File: src/rtl/cpu_pkg.sv
`default_nettype none
// ============================================================================
// Module      : cpu_pkg
// Description : Constants shared by the control sequencer, ALU and datapath.
//               It holds the sequencer state codes, the instruction opcodes,
//               the ALU operation codes, and the opcode-class type produced by
//               op_decode.
// Revision    : 1.0 - initial release
// ============================================================================
package cpu_pkg;

    // Sequencer state codes. These are also the values shown on the debug
    // output 'step'.
    localparam logic [2:0] c_ST_T0   = 3'd0;
    localparam logic [2:0] c_ST_T1   = 3'd1;
    localparam logic [2:0] c_ST_T2   = 3'd2;
    localparam logic [2:0] c_ST_T3   = 3'd3;
    localparam logic [2:0] c_ST_T4   = 3'd4;
    localparam logic [2:0] c_ST_T5   = 3'd5;
    localparam logic [2:0] c_ST_HALT = 3'd6;

    // Instruction opcodes, taken from IR[31:27].
    localparam logic [4:0] c_OP_ADD  = 5'b00011;
    localparam logic [4:0] c_OP_SUB  = 5'b00100;
    localparam logic [4:0] c_OP_AND  = 5'b00101;
    localparam logic [4:0] c_OP_OR   = 5'b00110;
    localparam logic [4:0] c_OP_ADDI = 5'b01100;
    localparam logic [4:0] c_OP_HALT = 5'b11011;

    // ALU operation codes. PASS (0) is the idle value.
    localparam logic [3:0] c_ALU_PASS = 4'h0;
    localparam logic [3:0] c_ALU_ADD  = 4'h1;
    localparam logic [3:0] c_ALU_SUB  = 4'h2;
    localparam logic [3:0] c_ALU_AND  = 4'h3;
    localparam logic [3:0] c_ALU_OR   = 4'h4;

    // Opcode class: decides how the sequencer leaves T3.
    typedef enum logic [1:0] {
        CLS_NOP  = 2'd0,
        CLS_RFMT = 2'd1,
        CLS_IMM  = 2'd2,
        CLS_HALT = 2'd3
    } op_class_t;

    function automatic logic [4:0] opcode_of(input logic [31:0] ir);
        return ir[31:27];
    endfunction

endpackage
`default_nettype wire

File: src/rtl/control_sequencer_if.sv
`default_nettype none
// ============================================================================
// Module      : control_sequencer_if
// Description : Bundle of the signals between the control sequencer and the
//               datapath.
//               Inputs to the sequencer:
//                 IR        - instruction word
//                 mem_ready - memory read data is valid
//                 Stop      - request a halt
//               Outputs from the sequencer:
//                 transfer strobes
//                 register-select strobes
//                 alu_op    - ALU operation select
//                 Run       - high while not halted
//                 step      - current state, for debug
//               The master modport is the sequencer side.
//               The slave modport is the datapath side.
// Revision    : 1.0 - initial release
// ============================================================================
interface control_sequencer_if;
    logic [31:0] IR;
    logic        mem_ready;
    logic        Stop;
    logic        PCout, IncPC, PCin, MARin, Zin, Zlowout;
    logic        Read, MDRin, MDRout, IRin, Yin, Cout;
    logic        Gra, Grb, Grc, Rin, Rout;
    logic [3:0]  alu_op;
    logic        Run;
    logic [2:0]  step;

    modport master (
        input  IR, mem_ready, Stop,
        output PCout, IncPC, PCin, MARin, Zin, Zlowout, Read, MDRin, MDRout,
               IRin, Yin, Cout, Gra, Grb, Grc, Rin, Rout, alu_op, Run, step
    );

    modport slave (
        output IR, mem_ready, Stop,
        input  PCout, IncPC, PCin, MARin, Zin, Zlowout, Read, MDRin, MDRout,
               IRin, Yin, Cout, Gra, Grb, Grc, Rin, Rout, alu_op, Run, step
    );
endinterface
`default_nettype wire

File: src/rtl/control_sequencer_op_decode.sv
`default_nettype none
// ============================================================================
// Module      : op_decode
// Description : Maps an opcode to its class and ALU operation.
//               Ports:
//                 i_opcode - IR[31:27]
//                 o_class  - opcode class (NOP / R-format / immediate / halt)
//                 o_alu_op - ALU operation used in T4
//               ADDI is decoded to the ADD ALU code.
// Revision    : 1.0 - initial release
// ============================================================================
module op_decode
    import cpu_pkg::*;
#(
    parameter logic [4:0] OP_ADD  = c_OP_ADD,
    parameter logic [4:0] OP_SUB  = c_OP_SUB,
    parameter logic [4:0] OP_AND  = c_OP_AND,
    parameter logic [4:0] OP_OR   = c_OP_OR,
    parameter logic [4:0] OP_ADDI = c_OP_ADDI,
    parameter logic [4:0] OP_HALT = c_OP_HALT
) (
    input  wire logic [4:0] i_opcode,
    output op_class_t       o_class,
    output logic [3:0]      o_alu_op
);

    always_comb begin
        o_class  = CLS_NOP;
        o_alu_op = c_ALU_PASS;
        if (i_opcode == OP_ADD) begin
            o_class  = CLS_RFMT;
            o_alu_op = c_ALU_ADD;
        end else if (i_opcode == OP_SUB) begin
            o_class  = CLS_RFMT;
            o_alu_op = c_ALU_SUB;
        end else if (i_opcode == OP_AND) begin
            o_class  = CLS_RFMT;
            o_alu_op = c_ALU_AND;
        end else if (i_opcode == OP_OR) begin
            o_class  = CLS_RFMT;
            o_alu_op = c_ALU_OR;
        end else if (i_opcode == OP_ADDI) begin
            o_class  = CLS_IMM;
            o_alu_op = c_ALU_ADD;
        end else if (i_opcode == OP_HALT) begin
            o_class  = CLS_HALT;
        end
    end

endmodule
`default_nettype wire

File: src/rtl/control_sequencer.sv
`default_nettype none
// ============================================================================
// Module      : control_sequencer
// Description : Moore-style control sequencer that runs the
//               fetch / decode / execute steps T0..T5, plus a HALT state.
//               Ports:
//                 Clock - system clock, rising edge
//                 clear - synchronous, active-high reset
//                 bus   - master side of control_sequencer_if
//                         (IR, mem_ready, Stop in; strobes, alu_op, Run,
//                         step out)
//               The opcode is latched from IR on the edge that leaves T2.
//               This is the same edge on which the datapath loads IRin, so
//               IR must carry the fetched word during T2.
// Revision    : 1.0 - initial release
// ============================================================================
module control_sequencer
    import cpu_pkg::*;
#(
    parameter logic [4:0] OP_ADD  = c_OP_ADD,
    parameter logic [4:0] OP_SUB  = c_OP_SUB,
    parameter logic [4:0] OP_AND  = c_OP_AND,
    parameter logic [4:0] OP_OR   = c_OP_OR,
    parameter logic [4:0] OP_ADDI = c_OP_ADDI,
    parameter logic [4:0] OP_HALT = c_OP_HALT
) (
    input wire logic            Clock,
    input wire logic            clear,
    control_sequencer_if.master bus
);

    logic [2:0] r_state;
    logic [2:0] w_next;
    logic [4:0] r_opcode;
    logic       r_t1_wait;   // set on every T1 cycle after the first one
    op_class_t  w_class;
    logic [3:0] w_alu;

    op_decode #(
        .OP_ADD  (OP_ADD),
        .OP_SUB  (OP_SUB),
        .OP_AND  (OP_AND),
        .OP_OR   (OP_OR),
        .OP_ADDI (OP_ADDI),
        .OP_HALT (OP_HALT)
    ) u_op_decode (
        .i_opcode (r_opcode),
        .o_class  (w_class),
        .o_alu_op (w_alu)
    );

    always_ff @(posedge Clock) begin
        if (clear) begin
            r_state   <= c_ST_T0;
            r_opcode  <= 5'd0;
            r_t1_wait <= 1'b0;
        end else begin
            r_state   <= w_next;
            r_t1_wait <= (r_state == c_ST_T1) && !bus.mem_ready;
            if (r_state == c_ST_T2) begin
                r_opcode <= opcode_of(bus.IR);
            end
        end
    end

    always_comb begin
        w_next      = r_state;
        bus.PCout   = 1'b0;
        bus.IncPC   = 1'b0;
        bus.PCin    = 1'b0;
        bus.MARin   = 1'b0;
        bus.Zin     = 1'b0;
        bus.Zlowout = 1'b0;
        bus.Read    = 1'b0;
        bus.MDRin   = 1'b0;
        bus.MDRout  = 1'b0;
        bus.IRin    = 1'b0;
        bus.Yin     = 1'b0;
        bus.Cout    = 1'b0;
        bus.Gra     = 1'b0;
        bus.Grb     = 1'b0;
        bus.Grc     = 1'b0;
        bus.Rin     = 1'b0;
        bus.Rout    = 1'b0;
        bus.alu_op  = c_ALU_PASS;
        bus.Run     = 1'b1;
        bus.step    = r_state;
        if (clear) begin
            // While clear is held, the outputs stay idle whatever the state.
            w_next   = c_ST_T0;
            bus.step = c_ST_T0;
        end else begin
            case (r_state)
                c_ST_T0: begin
                    // A Stop in T0 halts before any fetch strobe is issued.
                    if (bus.Stop) begin
                        w_next = c_ST_HALT;
                    end else begin
                        bus.PCout = 1'b1;
                        bus.MARin = 1'b1;
                        bus.IncPC = 1'b1;
                        bus.Zin   = 1'b1;
                        w_next    = c_ST_T1;
                    end
                end
                c_ST_T1: begin
                    bus.Zlowout = 1'b1;
                    bus.Read    = 1'b1;
                    bus.MDRin   = 1'b1;
                    // Load the incremented PC only once, even across wait
                    // states.
                    bus.PCin    = !r_t1_wait;
                    if (bus.mem_ready) begin
                        w_next = c_ST_T2;
                    end
                end
                c_ST_T2: begin
                    bus.MDRout = 1'b1;
                    bus.IRin   = 1'b1;
                    w_next     = c_ST_T3;
                end
                c_ST_T3: begin
                    case (w_class)
                        CLS_HALT: w_next = c_ST_HALT;
                        CLS_RFMT, CLS_IMM: begin
                            bus.Grb  = 1'b1;
                            bus.Rout = 1'b1;
                            bus.Yin  = 1'b1;
                            w_next   = c_ST_T4;
                        end
                        default: w_next = c_ST_T0;
                    endcase
                end
                c_ST_T4: begin
                    bus.Zin    = 1'b1;
                    bus.alu_op = w_alu;
                    if (w_class == CLS_IMM) begin
                        bus.Cout = 1'b1;
                    end else begin
                        bus.Grc  = 1'b1;
                        bus.Rout = 1'b1;
                    end
                    w_next = c_ST_T5;
                end
                c_ST_T5: begin
                    bus.Zlowout = 1'b1;
                    bus.Gra     = 1'b1;
                    bus.Rin     = 1'b1;
                    w_next      = c_ST_T0;
                end
                c_ST_HALT: begin
                    bus.Run = 1'b0;
                    w_next  = c_ST_HALT;
                end
                default: w_next = c_ST_T0;
            endcase
        end
    end

endmodule
`default_nettype wire

File: src/flat_wrapper.sv
// flat-port wrapper written by rule: the top's interface ports become plain ports
module control_sequencer_flat import cpu_pkg::*;
#(
    parameter logic [4:0] OP_ADD  = c_OP_ADD,
    parameter logic [4:0] OP_SUB  = c_OP_SUB,
    parameter logic [4:0] OP_AND  = c_OP_AND,
    parameter logic [4:0] OP_OR   = c_OP_OR,
    parameter logic [4:0] OP_ADDI = c_OP_ADDI,
    parameter logic [4:0] OP_HALT = c_OP_HALT
)
  (Clock, clear, bus_IR, bus_mem_ready, bus_Stop, bus_PCout, bus_IncPC, bus_PCin, bus_MARin, bus_Zin, bus_Zlowout, bus_Read, bus_MDRin, bus_MDRout, bus_IRin, bus_Yin, bus_Cout, bus_Gra, bus_Grb, bus_Grc, bus_Rin, bus_Rout, bus_alu_op, bus_Run, bus_step);
  control_sequencer_if bus_i ();
  input wire logic Clock;
  input wire logic clear;
  input wire logic [$bits(bus_i.IR)-1:0] bus_IR;
  input wire logic [$bits(bus_i.mem_ready)-1:0] bus_mem_ready;
  input wire logic [$bits(bus_i.Stop)-1:0] bus_Stop;
  output wire logic [$bits(bus_i.PCout)-1:0] bus_PCout;
  output wire logic [$bits(bus_i.IncPC)-1:0] bus_IncPC;
  output wire logic [$bits(bus_i.PCin)-1:0] bus_PCin;
  output wire logic [$bits(bus_i.MARin)-1:0] bus_MARin;
  output wire logic [$bits(bus_i.Zin)-1:0] bus_Zin;
  output wire logic [$bits(bus_i.Zlowout)-1:0] bus_Zlowout;
  output wire logic [$bits(bus_i.Read)-1:0] bus_Read;
  output wire logic [$bits(bus_i.MDRin)-1:0] bus_MDRin;
  output wire logic [$bits(bus_i.MDRout)-1:0] bus_MDRout;
  output wire logic [$bits(bus_i.IRin)-1:0] bus_IRin;
  output wire logic [$bits(bus_i.Yin)-1:0] bus_Yin;
  output wire logic [$bits(bus_i.Cout)-1:0] bus_Cout;
  output wire logic [$bits(bus_i.Gra)-1:0] bus_Gra;
  output wire logic [$bits(bus_i.Grb)-1:0] bus_Grb;
  output wire logic [$bits(bus_i.Grc)-1:0] bus_Grc;
  output wire logic [$bits(bus_i.Rin)-1:0] bus_Rin;
  output wire logic [$bits(bus_i.Rout)-1:0] bus_Rout;
  output wire logic [$bits(bus_i.alu_op)-1:0] bus_alu_op;
  output wire logic [$bits(bus_i.Run)-1:0] bus_Run;
  output wire logic [$bits(bus_i.step)-1:0] bus_step;
  assign bus_i.IR = bus_IR;
  assign bus_i.mem_ready = bus_mem_ready;
  assign bus_i.Stop = bus_Stop;
  assign bus_PCout = bus_i.PCout;
  assign bus_IncPC = bus_i.IncPC;
  assign bus_PCin = bus_i.PCin;
  assign bus_MARin = bus_i.MARin;
  assign bus_Zin = bus_i.Zin;
  assign bus_Zlowout = bus_i.Zlowout;
  assign bus_Read = bus_i.Read;
  assign bus_MDRin = bus_i.MDRin;
  assign bus_MDRout = bus_i.MDRout;
  assign bus_IRin = bus_i.IRin;
  assign bus_Yin = bus_i.Yin;
  assign bus_Cout = bus_i.Cout;
  assign bus_Gra = bus_i.Gra;
  assign bus_Grb = bus_i.Grb;
  assign bus_Grc = bus_i.Grc;
  assign bus_Rin = bus_i.Rin;
  assign bus_Rout = bus_i.Rout;
  assign bus_alu_op = bus_i.alu_op;
  assign bus_Run = bus_i.Run;
  assign bus_step = bus_i.step;
  control_sequencer #(.OP_ADD(OP_ADD), .OP_SUB(OP_SUB), .OP_AND(OP_AND), .OP_OR(OP_OR), .OP_ADDI(OP_ADDI), .OP_HALT(OP_HALT)) u_core (.Clock(Clock), .clear(clear), .bus(bus_i));
endmodule
File: config.mk
export PLATFORM = sky130hd
export DESIGN_NAME = control_sequencer_flat
export DESIGN_NICKNAME = d
export VERILOG_FILES = /design/src/rtl/cpu_pkg.sv /design/src/rtl/control_sequencer_if.sv /design/src/rtl/control_sequencer_op_decode.sv /design/src/rtl/control_sequencer.sv /design/src/flat_wrapper.sv
export SDC_FILE = /design/constraint.sdc
export NUM_CORES = 1
export LEC_CHECK = 0
export ABC_AREA = 1
export BUFFER_PORTS_ARGS = -buffer_cell sky130_fd_sc_hd__buf_2
export CORE_UTILIZATION = 39
export CTS_CLUSTER_DIAMETER = 60
export DETAILED_ROUTE_END_ITERATION = 10
export GPL_ROUTABILITY_DRIVEN = 1
export PLACE_DENSITY = 0.79
export SYNTH_ARGS = -nofsm -noshare
export SYNTH_HDL_FRONTEND = slang
export SYNTH_SLANG_ARGS = --single-unit
File: constraint.sdc
create_clock -name Clock -period 4.91 [get_ports Clock]
set_input_delay 0.982 -clock Clock [delete_from_list [all_inputs] [get_ports Clock]]
set_output_delay 0.982 -clock Clock [all_outputs]
set_load 0.05 [all_outputs]
==> results.md <==
- Post-synthesis sequential area ratio: a little over a quarter
- Commonest non-fill, non-tap cell in the layout: nor2_1
- Vias in the first global route: about 550
- Routed len/inst: between 8 and 9 µm
- Run status: finished, violations left
- CP max stage delay: 0.33 ns
- Fillers: 170
- Worst-skew pair later-pin latency: between 0.2 and 0.3 ns
- Final Critical Period: slightly below 3 ns
- Synthesized instance count: roughly 120
- DR DRC count: 3
- Share of layout cells above drive strength 1: about a quarter
- Pre-CTS setup slack: around 2.0 ns
- Post-CTS Resized: 0
- Max-cap violations: 0
- Register Area: between 150 and 200 µm²
- Ys Warns: 0
- CTS H-Tree Depth: 1
- Multi-input gate area in the final layout: just over 400 µm²
- Combinational Power Share: 62.6%
- Fin Clk Skew: approximately 0.0037 ns
- Std cell rows: 14
- Worst setup margin: approximately 2.0 ns
- DIE HEIGHT: 44.0 µm
- Clock network power share: 10.8%
- Total track usage: 14.8%
- Worst setup SP type: flop
- Violated checks: design-rule violations
- Synth cell types: 17
- Num Clock Sinks: 9
- Syn avg cell area: roughly 5.8 µm²
- Critical Path RT: slightly below 4 ns
- WL final: 1440 µm
- Slew Limit Fails: 0
- Switching power: between 0.2 and 0.3 mW
- Dpl cells: around 160
- Antenna viol nets, final: 0
- WS Path Type: reg -> out
- Clock buffer depth: 2
- First-pass GRT wire length: roughly 2200 µm
- Cell family with the largest share of critical-path delay: simple AND/OR/NAND/NOR gates
- Final worst path period share: approximately three fifths
- Io pins: just over 60
- Most frequent CP cell: nor2_1
- IO Port Bufs: 32
- Max Fclk: 340 MHz
- Starting Density: 43.7%
- Final cell count without fillers: ~160
- Element type at the critical path end: output port
- Worst-path cell chain: nor2_1 > nand4_1 > nand2_1 > nor2_1 > ha_1 > nor2_1 > nand2_1 > o21ai_0 > buf_2
- CTS root buf: clkbuf_4
- Final #Nets: roughly 190
- Vias per inst: about 4.6
- Sequential power share: 26.6%
- Leak: slightly above 0.5 nW
- Chip width: ~44 µm
- DR iter-0 viols: 22
- Pre-Repair DR Iteration Count: 9
- Setup Buffers After CTS: 0
- CP bufs+invs: 1
- CP arrival: ~2.0 ns
- Fin. Hold Viols: 0
- Switching share of power: approximately three fifths
- TNS Setup: 0 ns
- Synth-to-layout area growth: 21.6%
- RSZ-0062 raised after global routing: no
- Die area: 1940 µm²
- Final setup fails: 0
- Commonest non-fill, non-tap cells in the layout: nor2_1, buf_2, nand2_1, inv_1
- Via count: between 700 and 800
- Largest net degree at the start of global routing: 15
- Max Fanout on Critical Path: 4
- Ant. Diodes: 0
- CTS Buf Count: 3
- Clock slew at reported path FFs: around 0.06 ns
- Grt total ovfl: 0
- Synthesized area: around 690 µm²
- Post-DP HPWL: about 1200 µm
- CTS tree: done
- P_int: between 0.2 and 0.25 mW
- Antenna violations before repair: 0
- Final RePlAce weighted congestion: between 0.7 and 0.8
- Yosys reg bits: 9
- Hold buffers post-CTS: 0
- Pwr Density: around 600 nW/µm²
- Hold Slack: 0.587 ns
- Syn nets: ~160
- CP max stage cell: dfxtp_1
- CORE AREA: between 1500 and 2000 µm²
- Worst vdd ir: 0.319 mV
- Hold Crit Class: reg -> reg
## cell families after synthesis
kind of cell               synth area share (%)
and+or+nand+nor                            45.4
buffers and inverters                      15.4
AOI/OAI and AO/OA                          7.08
DFF                                        26.1
adders and majority gates                  5.45
other                                     0.544
## synth_stat cells
cell	n	area share [%]
nand3_1	9	6.5
conb_1	1	0.54
nor2_1	36	20
ha_1	3	5.4
nand2_2	1	0.91
a21oi_1	1	0.73
buf_4	7	7.6
dfxtp_1	9	26
buf_2	1	0.73
nand2_1	23	13
o21ai_2	1	1.3
inv_2	1	0.54
nor2_4	1	1.6
o21ai_0	7	5.1
inv_1	12	6.5
nand4_1	3	2.7
nor3_1	2	1.5
## per-stage QoR
step | area [µm²] | total power, mW | utilization, %
floorplan | 689 | 0.392 | -
global placement | 812 | 0.440 | 51.5
detailed placement | 812 | 0.443 | 51.5
CTS | 838 | 0.500 | 53.2
global route | 838 | 0.539 | 53.2
finish | 838 | 0.496 | 53.2
## flip-flops by register name (all words and copies together), names as in the netlist
signal and flops:
u_core.r_opcode 5, u_core.r_state 3, u_core.r_t1_wait 1
## power groups by stage
| stage | registers [mW] | clock network [mW] | logic, mW |
|---|---|---|---|
| 6_report | 0.132 | 0.0534 | 0.311 |
| 5_1_grt | 0.137 | 0.0593 | 0.343 |
| 4_1_cts | 0.131 | 0.0565 | 0.313 |
| 3_5_place_dp | 0.132 | 0 | 0.311 |
| 3_3_place_gp | 0.131 | 0 | 0.309 |
| 2_1_floorplan | 0.125 | 0 | 0.266 |
## tightest hold or removal path, stage by stage, from the launching register on
cell and delay (ns):
dfxtp_1 0.36, o21ai_0 0.11, nor2_1 0.09
## routing by layer
layer	vias to the layer above	track usage [%]	wire, µm
met3	2	1.22	83
li1	416	-	-
met2	23	22.1	635
met4	0	7.27	10
met5	-	0	0
met1	306	21.5	708
## worst paths after layout
check                           depth (start not counted)  slack (ns)                 end               start
worst max register to register                         10        3.45   u_core.r_state[2]  u_core.r_opcode[3]
worst min-delay path                                    2        0.59  u_core.r_opcode[3]  u_core.r_opcode[3]
worst max-delay path                                    9        1.97            bus_Rout  u_core.r_opcode[3]
worst min register to register                          2        0.59  u_core.r_opcode[3]  u_core.r_opcode[3]
## final cells by class
type	count	share of cell area, %
Clock buffer	4	3.13
Inverter	13	5.82
Multi-Input combinational cell	88	48.1
Sequential cell	9	21.5
Tap cell	16	2.39
Timing Repair Buffer	32	19.1
Note: power is estimated with default switching activity, not from simulation.
